==> src/rtl/rx_word_packer_pkg.sv <==
// Shared definitions for the RX byte-to-word packer: FSM encoding and lane-index sizing.
package rx_word_packer_pkg;

  typedef enum logic {
    ST_PACK = 1'b0,
    ST_DROP = 1'b1
  } state_e;

  // Width of the lane index for a WD-bit word (at least one bit).
  function automatic int lane_w(input int wd);
    int n;
    n = wd / 8;
    return (n <= 1) ? 1 : $clog2(n);
  endfunction

endpackage

==> src/rtl/rx_word_packer.sv <==
// Packs the received byte stream into WD-bit words (first byte in the MSB lane) and feeds
// the RX FIFO through a one-word holding register; frames that would overflow are dropped.
// Handshake: bytes are taken whenever in_valid is high (no backpressure); a FIFO write
// happens in every cycle where wr_en = hold_valid & ~full is high.
module rx_word_packer
  import rx_word_packer_pkg::*;
#(
  parameter int WD = 256,
  parameter int LW = 16
) (
  input  logic          clk,
  input  logic          rst_n,
  input  logic          in_valid,
  input  logic [7:0]    in_data,
  input  logic          in_last,
  input  logic          full,
  output logic          wr_en,
  output logic [WD-1:0] din,
  output logic          frame_done,
  output logic [LW-1:0] frame_len,
  output logic          ovf,
  output logic [LW-1:0] drop_cnt,
  output state_e        dbg_state
);

  localparam int N   = WD / 8;
  localparam int LIW = lane_w(WD);
  localparam logic [LIW-1:0] LAST_LANE = LIW'(N - 1);
  localparam logic [LW-1:0]  CNT_MAX   = '1;

  state_e          state_q;
  logic [LIW-1:0]  lane_q;
  logic [WD-1:0]   acc_q;
  logic [LW-1:0]   cnt_q;
  logic [WD-1:0]   hold_q;
  logic            hold_valid_q;
  logic            hold_last_q;
  logic [LW-1:0]   hold_len_q;
  logic            frame_done_q;
  logic [LW-1:0]   frame_len_q;
  logic            ovf_q;
  logic [LW-1:0]   drop_cnt_q;

  logic [WD-1:0]   word_d;
  logic [LW-1:0]   cnt_d;
  logic            accept;
  logic            complete;
  logic            can_load;
  logic            load;
  logic            overflow;

  assign wr_en      = hold_valid_q & ~full;
  assign din        = hold_q;
  assign frame_done = frame_done_q;
  assign frame_len  = frame_len_q;
  assign ovf        = ovf_q;
  assign drop_cnt   = drop_cnt_q;
  assign dbg_state  = state_q;

  always_comb begin
    word_d = acc_q;
    for (int k = 0; k < N; k++) begin
      if (LIW'(k) == lane_q) word_d[WD-1-8*k -: 8] = in_data;
    end
    cnt_d    = (cnt_q == CNT_MAX) ? cnt_q : cnt_q + LW'(1);
    accept   = in_valid & (state_q == ST_PACK);
    complete = accept & (in_last | (lane_q == LAST_LANE));
    // The hold slot is free if empty or being drained on this same edge.
    can_load = ~hold_valid_q | wr_en;
    load     = complete & can_load;
    overflow = complete & ~can_load;
  end

  always_ff @(posedge clk or negedge rst_n) begin
    if (!rst_n) begin
      state_q      <= ST_PACK;
      lane_q       <= '0;
      acc_q        <= '0;
      cnt_q        <= '0;
      hold_q       <= '0;
      hold_valid_q <= 1'b0;
      hold_last_q  <= 1'b0;
      hold_len_q   <= '0;
      frame_done_q <= 1'b0;
      frame_len_q  <= '0;
      ovf_q        <= 1'b0;
      drop_cnt_q   <= '0;
    end else begin
      frame_done_q <= wr_en & hold_last_q;
      if (wr_en & hold_last_q) frame_len_q <= hold_len_q;
      ovf_q <= overflow;
      if (overflow && drop_cnt_q != CNT_MAX) drop_cnt_q <= drop_cnt_q + LW'(1);

      if (load) begin
        hold_q       <= word_d;
        hold_last_q  <= in_last;
        hold_len_q   <= cnt_d;
        hold_valid_q <= 1'b1;
      end else if (wr_en) begin
        hold_valid_q <= 1'b0;
      end

      case (state_q)
        ST_PACK: begin
          if (accept) begin
            if (complete) begin
              lane_q <= '0;
              acc_q  <= '0;
              cnt_q  <= (in_last | overflow) ? '0 : cnt_d;
              if (overflow && !in_last) state_q <= ST_DROP;
            end else begin
              lane_q <= lane_q + LIW'(1);
              acc_q  <= word_d;
              cnt_q  <= cnt_d;
            end
          end
        end
        ST_DROP: begin
          if (in_valid && in_last) begin
            state_q <= ST_PACK;
            lane_q  <= '0;
            acc_q   <= '0;
            cnt_q   <= '0;
          end
        end
        default: state_q <= ST_PACK;
      endcase
    end
  end

endmodule

==> config.mk <==
export PLATFORM = sky130hd
export DESIGN_NAME = rx_word_packer
export DESIGN_NICKNAME = d
export VERILOG_FILES = /design/src/rtl/rx_word_packer_pkg.sv /design/src/rtl/rx_word_packer.sv
export SDC_FILE = /design/constraint.sdc
export NUM_CORES = 1
export LEC_CHECK = 0
export ABC_CLOCK_PERIOD_IN_PS = 4100
export CORE_MARGIN = 10
export CORE_UTILIZATION = 45
export DETAILED_ROUTE_END_ITERATION = 7
export PLACE_DENSITY = 0.74
export SLEW_MARGIN = 0
export SYNTH_ARGS = -nofsm -noshare
export SYNTH_HDL_FRONTEND = slang
export SYNTH_SLANG_ARGS = --single-unit
==> constraint.sdc <==
create_clock -name clk -period 4.1 [get_ports clk]
set_clock_uncertainty 0.05 [all_clocks]
set_input_delay 0.41 -clock clk [delete_from_list [all_inputs] [get_ports clk]]
set_output_delay 0.41 -clock clk [all_outputs]
set_load 0.02 [all_outputs]
==> results.txt <==
- The run finished with clean final reports.
- Setup crit end kind: flop
- Crit path time final: 3300 ps
* #FFs+latches synth: 586
- Per report_power, the sequential group accounts for 47.6% of the total.
- Path type of the worst setup path: reg2reg
- Area of the die: 0.0658 mm2
- Synth cell count leaders: dfrtp_1 (586), nand2_1 (296), o21ai_0 (281)
* Start point of the worst hold path: in_data[7]
* Final setup vio count: 0
* Number of nets with antenna violations after detailed routing: 0
- The floorplan has 86 rows.
- For this run, asynchronously set or reset flops after synthesis account for 100%.
* Bufs and invs on worst path: 1
- Largest net degree at the start of global routing: 154
- Post-route DRC: 0
- Measured against its own limit, the worst slew margin works out to 23.9%.
- Number of H-tree levels: 2
* Total track usage: 20.7%
- Post-DP Area: 0.0288 mm2
- CTS placed an instance of clkbuf_16 at the clock tree root.
* Initial Utilization: 45.6%
* Number of global-route vias before repair: 18,200
- The number of nets handed over by synthesis was 2,173.
- Sum of overflow across all layers after global routing: 0
- Highest clock frequency the design can meet: 303 MHz
- Measured along the y axis, the die boundary spans 257 um.
- Mapped cell area: 0.0252 mm2
- The worst register-to-register path begins at lane_q[0]$_DFFE_PN0P_.
- Clock-pin transition on the worst setup and hold timing paths: 60 ps
* Class of the most critical hold timing path: in2reg
- The core region is 0.0553 mm2.
- The longest clock path from root to sink contains 3 buffers.
* Die W: 257 um
- Synthesis handed over a netlist of 2,152 instances.
- The biggest area contributor in the post-synthesis netlist is dfrtp_1.
* Critical Path Max Stage Delay: 930 ps
- Highest ir drop seen on vdd: 0.320 mV
- Number of max-cap violations: 0
* Cell breakdown of the critical path: ha_1, and3_1, ha_1, or4b_4, buf_4, nor2_2, a22o_1
* Ys Warns: 0
* Slew Viols, Final: 0
- Power Internal: 9.51 mW
* Antenna violations before repair: 1
- Leakage: 13.9 nW
- Final-stage net count: 2,414
* Fraction of final layout cells with drive strength greater than 1: 10.2%
- 305 I/O pins were placed.
- The routed layout has 18,000 vias.
- In the routed layout, each cell is associated on average with a via count of 5.65.
- After clock tree synthesis, the setup repair step added 0 buffers.
* Final count of hold timing violations: 0
- For the pin with the worst max-slew slack, the measured transition is 1130 ps.
- Port buffering added 304 buffers.
- Along the worst path, the maximum fanout reaches 27.
- Sw Share: 25.8%
- Setup repair after global routing left no endpoint under its margin.
- Clock tree from TritonCTS: done
- CTS Buf Count: 59
* DPL Wire Length: 45.8 mm
- CTS sink count: 586
- Nature of the critical path startpoint: flop
- Area growth, synth to finish: 22.0%
* Wire length of the first global-routing pass: 109 mm
- Clock latency on the worst-skew pair, taken at its later pin, is 610 ps.
* Aggregate negative setup slack: 0 ps
- On the critical path the largest part of the delay comes from simple AND/OR/NAND/NOR gates.
- Crit path arrival time: 3780 ps
- Switch Pwr: 3.30 mW
* Mean post-synth cell area: 11.7 um2
* Clock network fraction of design power: 41.6%
- dfrtp_1 is the most common cell in the netlist.
- Final routed wire length divided by cell count: 21.7 um
- Cell types with the largest area share after synthesis: dfrtp_1 (58%), mux2i_1 (10%), a22o_1 (8.7%), o21ai_0 (5.6%), nand2_1 (4.4%)
- Cell area after layout: 0.0307 mm2
* Crit-path most repeated cell: ha_1
- Fin crit share: 80.6%
- At the placement stage, the worst setup path has a slack of 809 ps.
- Number of detailed-route iterations in the first pass: 5
* Proportion of synthesized chip area in sequential cells: 58.2%
- In this run the power density over the cells is 417 mW/mm2.
* Setup slack of the critical path after layout: 797 ps
- Post-synth top area share: 58.2%
- In this run the worst setup path begins at lane_q[0]$_DFFE_PN0P_.
- Critical path required time: 4580 ps
- EDFF count, synth: 0
- Initial DRC count: 1,533
- Most used flip-flop cell after synthesis: dfrtp_1
- Counting distinct cell types in the post-synthesis netlist gives 63.
- Logic gate share of total power: 10.8%
* Final estimated routing congestion in global placement: 0.836
- Post-Route WL: 69.2 mm
- Critical Path Slowest Stage Cell: or4b_4
-- routing by layer --
layer	GRT usage [%]	share of wire, %	vias to the layer above
li1	-	-	8239
met1	28.1	45	9132
met2	33.0	47	531
met3	4.72	6.5	91
met4	5.09	2.0	0
met5	0	0	-
-- what timing repair did --
item,4_1_cts,5_1_grt
gates resized for setup,0,0
hold endpoints to repair,89,0
endpoints found under the setup margin,0,0
hold buffers,1,0
-- state kept, by name (all words and copies together) (netlist names) --
name and flops:
hold_last_q 1, frame_len 16, ovf 1, drop_cnt 16
dbg_state 1, din 256, acc_q 256, frame_done 1
cnt_q 16, hold_valid_q 1, hold_len_q 16, lane_q 5
-- path summary, 6_finish.rpt --
path | to | depth (start not counted) | slack [ps]
max | acc_q[77]$_DFFE_PN0P_ | 7 | 800
min | acc_q[255]$_DFFE_PN0P_ | 2 | 360
max reg2reg | acc_q[77]$_DFFE_PN0P_ | 7 | 800
min reg2reg | din[167]$_DFFE_PN0P_ | 2 | 430
max in group asynchronous | lane_q[2]$_DFFE_PN0P_ | 4 | 2460
min in group asynchronous | din[216]$_DFFE_PN0P_ | 2 | 430
-- metrics by stage --
stage,cells,hold WS (ps),utilization (%),power [mW]
finish,3183,358,55.6,12.8
global route,3182,342,55.6,13.3
CTS,3182,322,55.6,12.9
detailed placement,3079,420,52.1,7.61
global placement,3079,411,52.1,7.56
floorplan,2152,64.4,-,6.95
-- cells by family (layout without fill, tap and decap cells) --
group | after synthesis | count (layout) | synth area share, %
compound gates | 617 | 617 | 16.8
xor+xnor | 17 | 17 | 0.591
buf+inv | 182 | 464 | 3.30
mux | 276 | 276 | 11.1
fa+ha+maj | 8 | 8 | 0.397
other cells | 0 | 1 | 0
simple gates | 466 | 466 | 9.63
flops | 586 | 586 | 58.2
-- cell type report --
cell class                 instances  area, um2
antenna                            1       2.50
timing repair buffer             351       3460
sequential                       586      14700
multi-input combinational       1384       9720
clock buffer                      80       1700
fill                            4600      24600
clock inverter                    22        205
inverter                          11       41.3
tap                              748        936
-- cell usage in the layout, fill, tap and decap left out, drive strengths merged, types with 10 or more instances in the layout --
master         Yosys  final
a21o              16     16
a21oi             13     13
a22o             250    250
a31oi             11     11
and2              10     10
and3              10     10
buf               72     55
clkbuf            99     80
clkdlybuf4s50      0    295
clkinv             0     15
dfrtp            586    586
inv               11     13
mux2              19     19
mux2i            257    257
nand2            296    296
nand3             24     24
nand4             16     16
nor2              45     45
nor3              25     25
o21ai            299    299
xnor2             17     17
-- power by group through the flow --
stage	sequential (mW)	combinational, mW	clock (mW)
floorplan	6.32	0.637	0
global placement	6.20	1.37	0
detailed placement	6.21	1.40	0
CTS	6.10	1.41	5.43
global route	6.12	1.50	5.67
finish	6.10	1.38	5.32
Power figures use the tool's default switching activity.
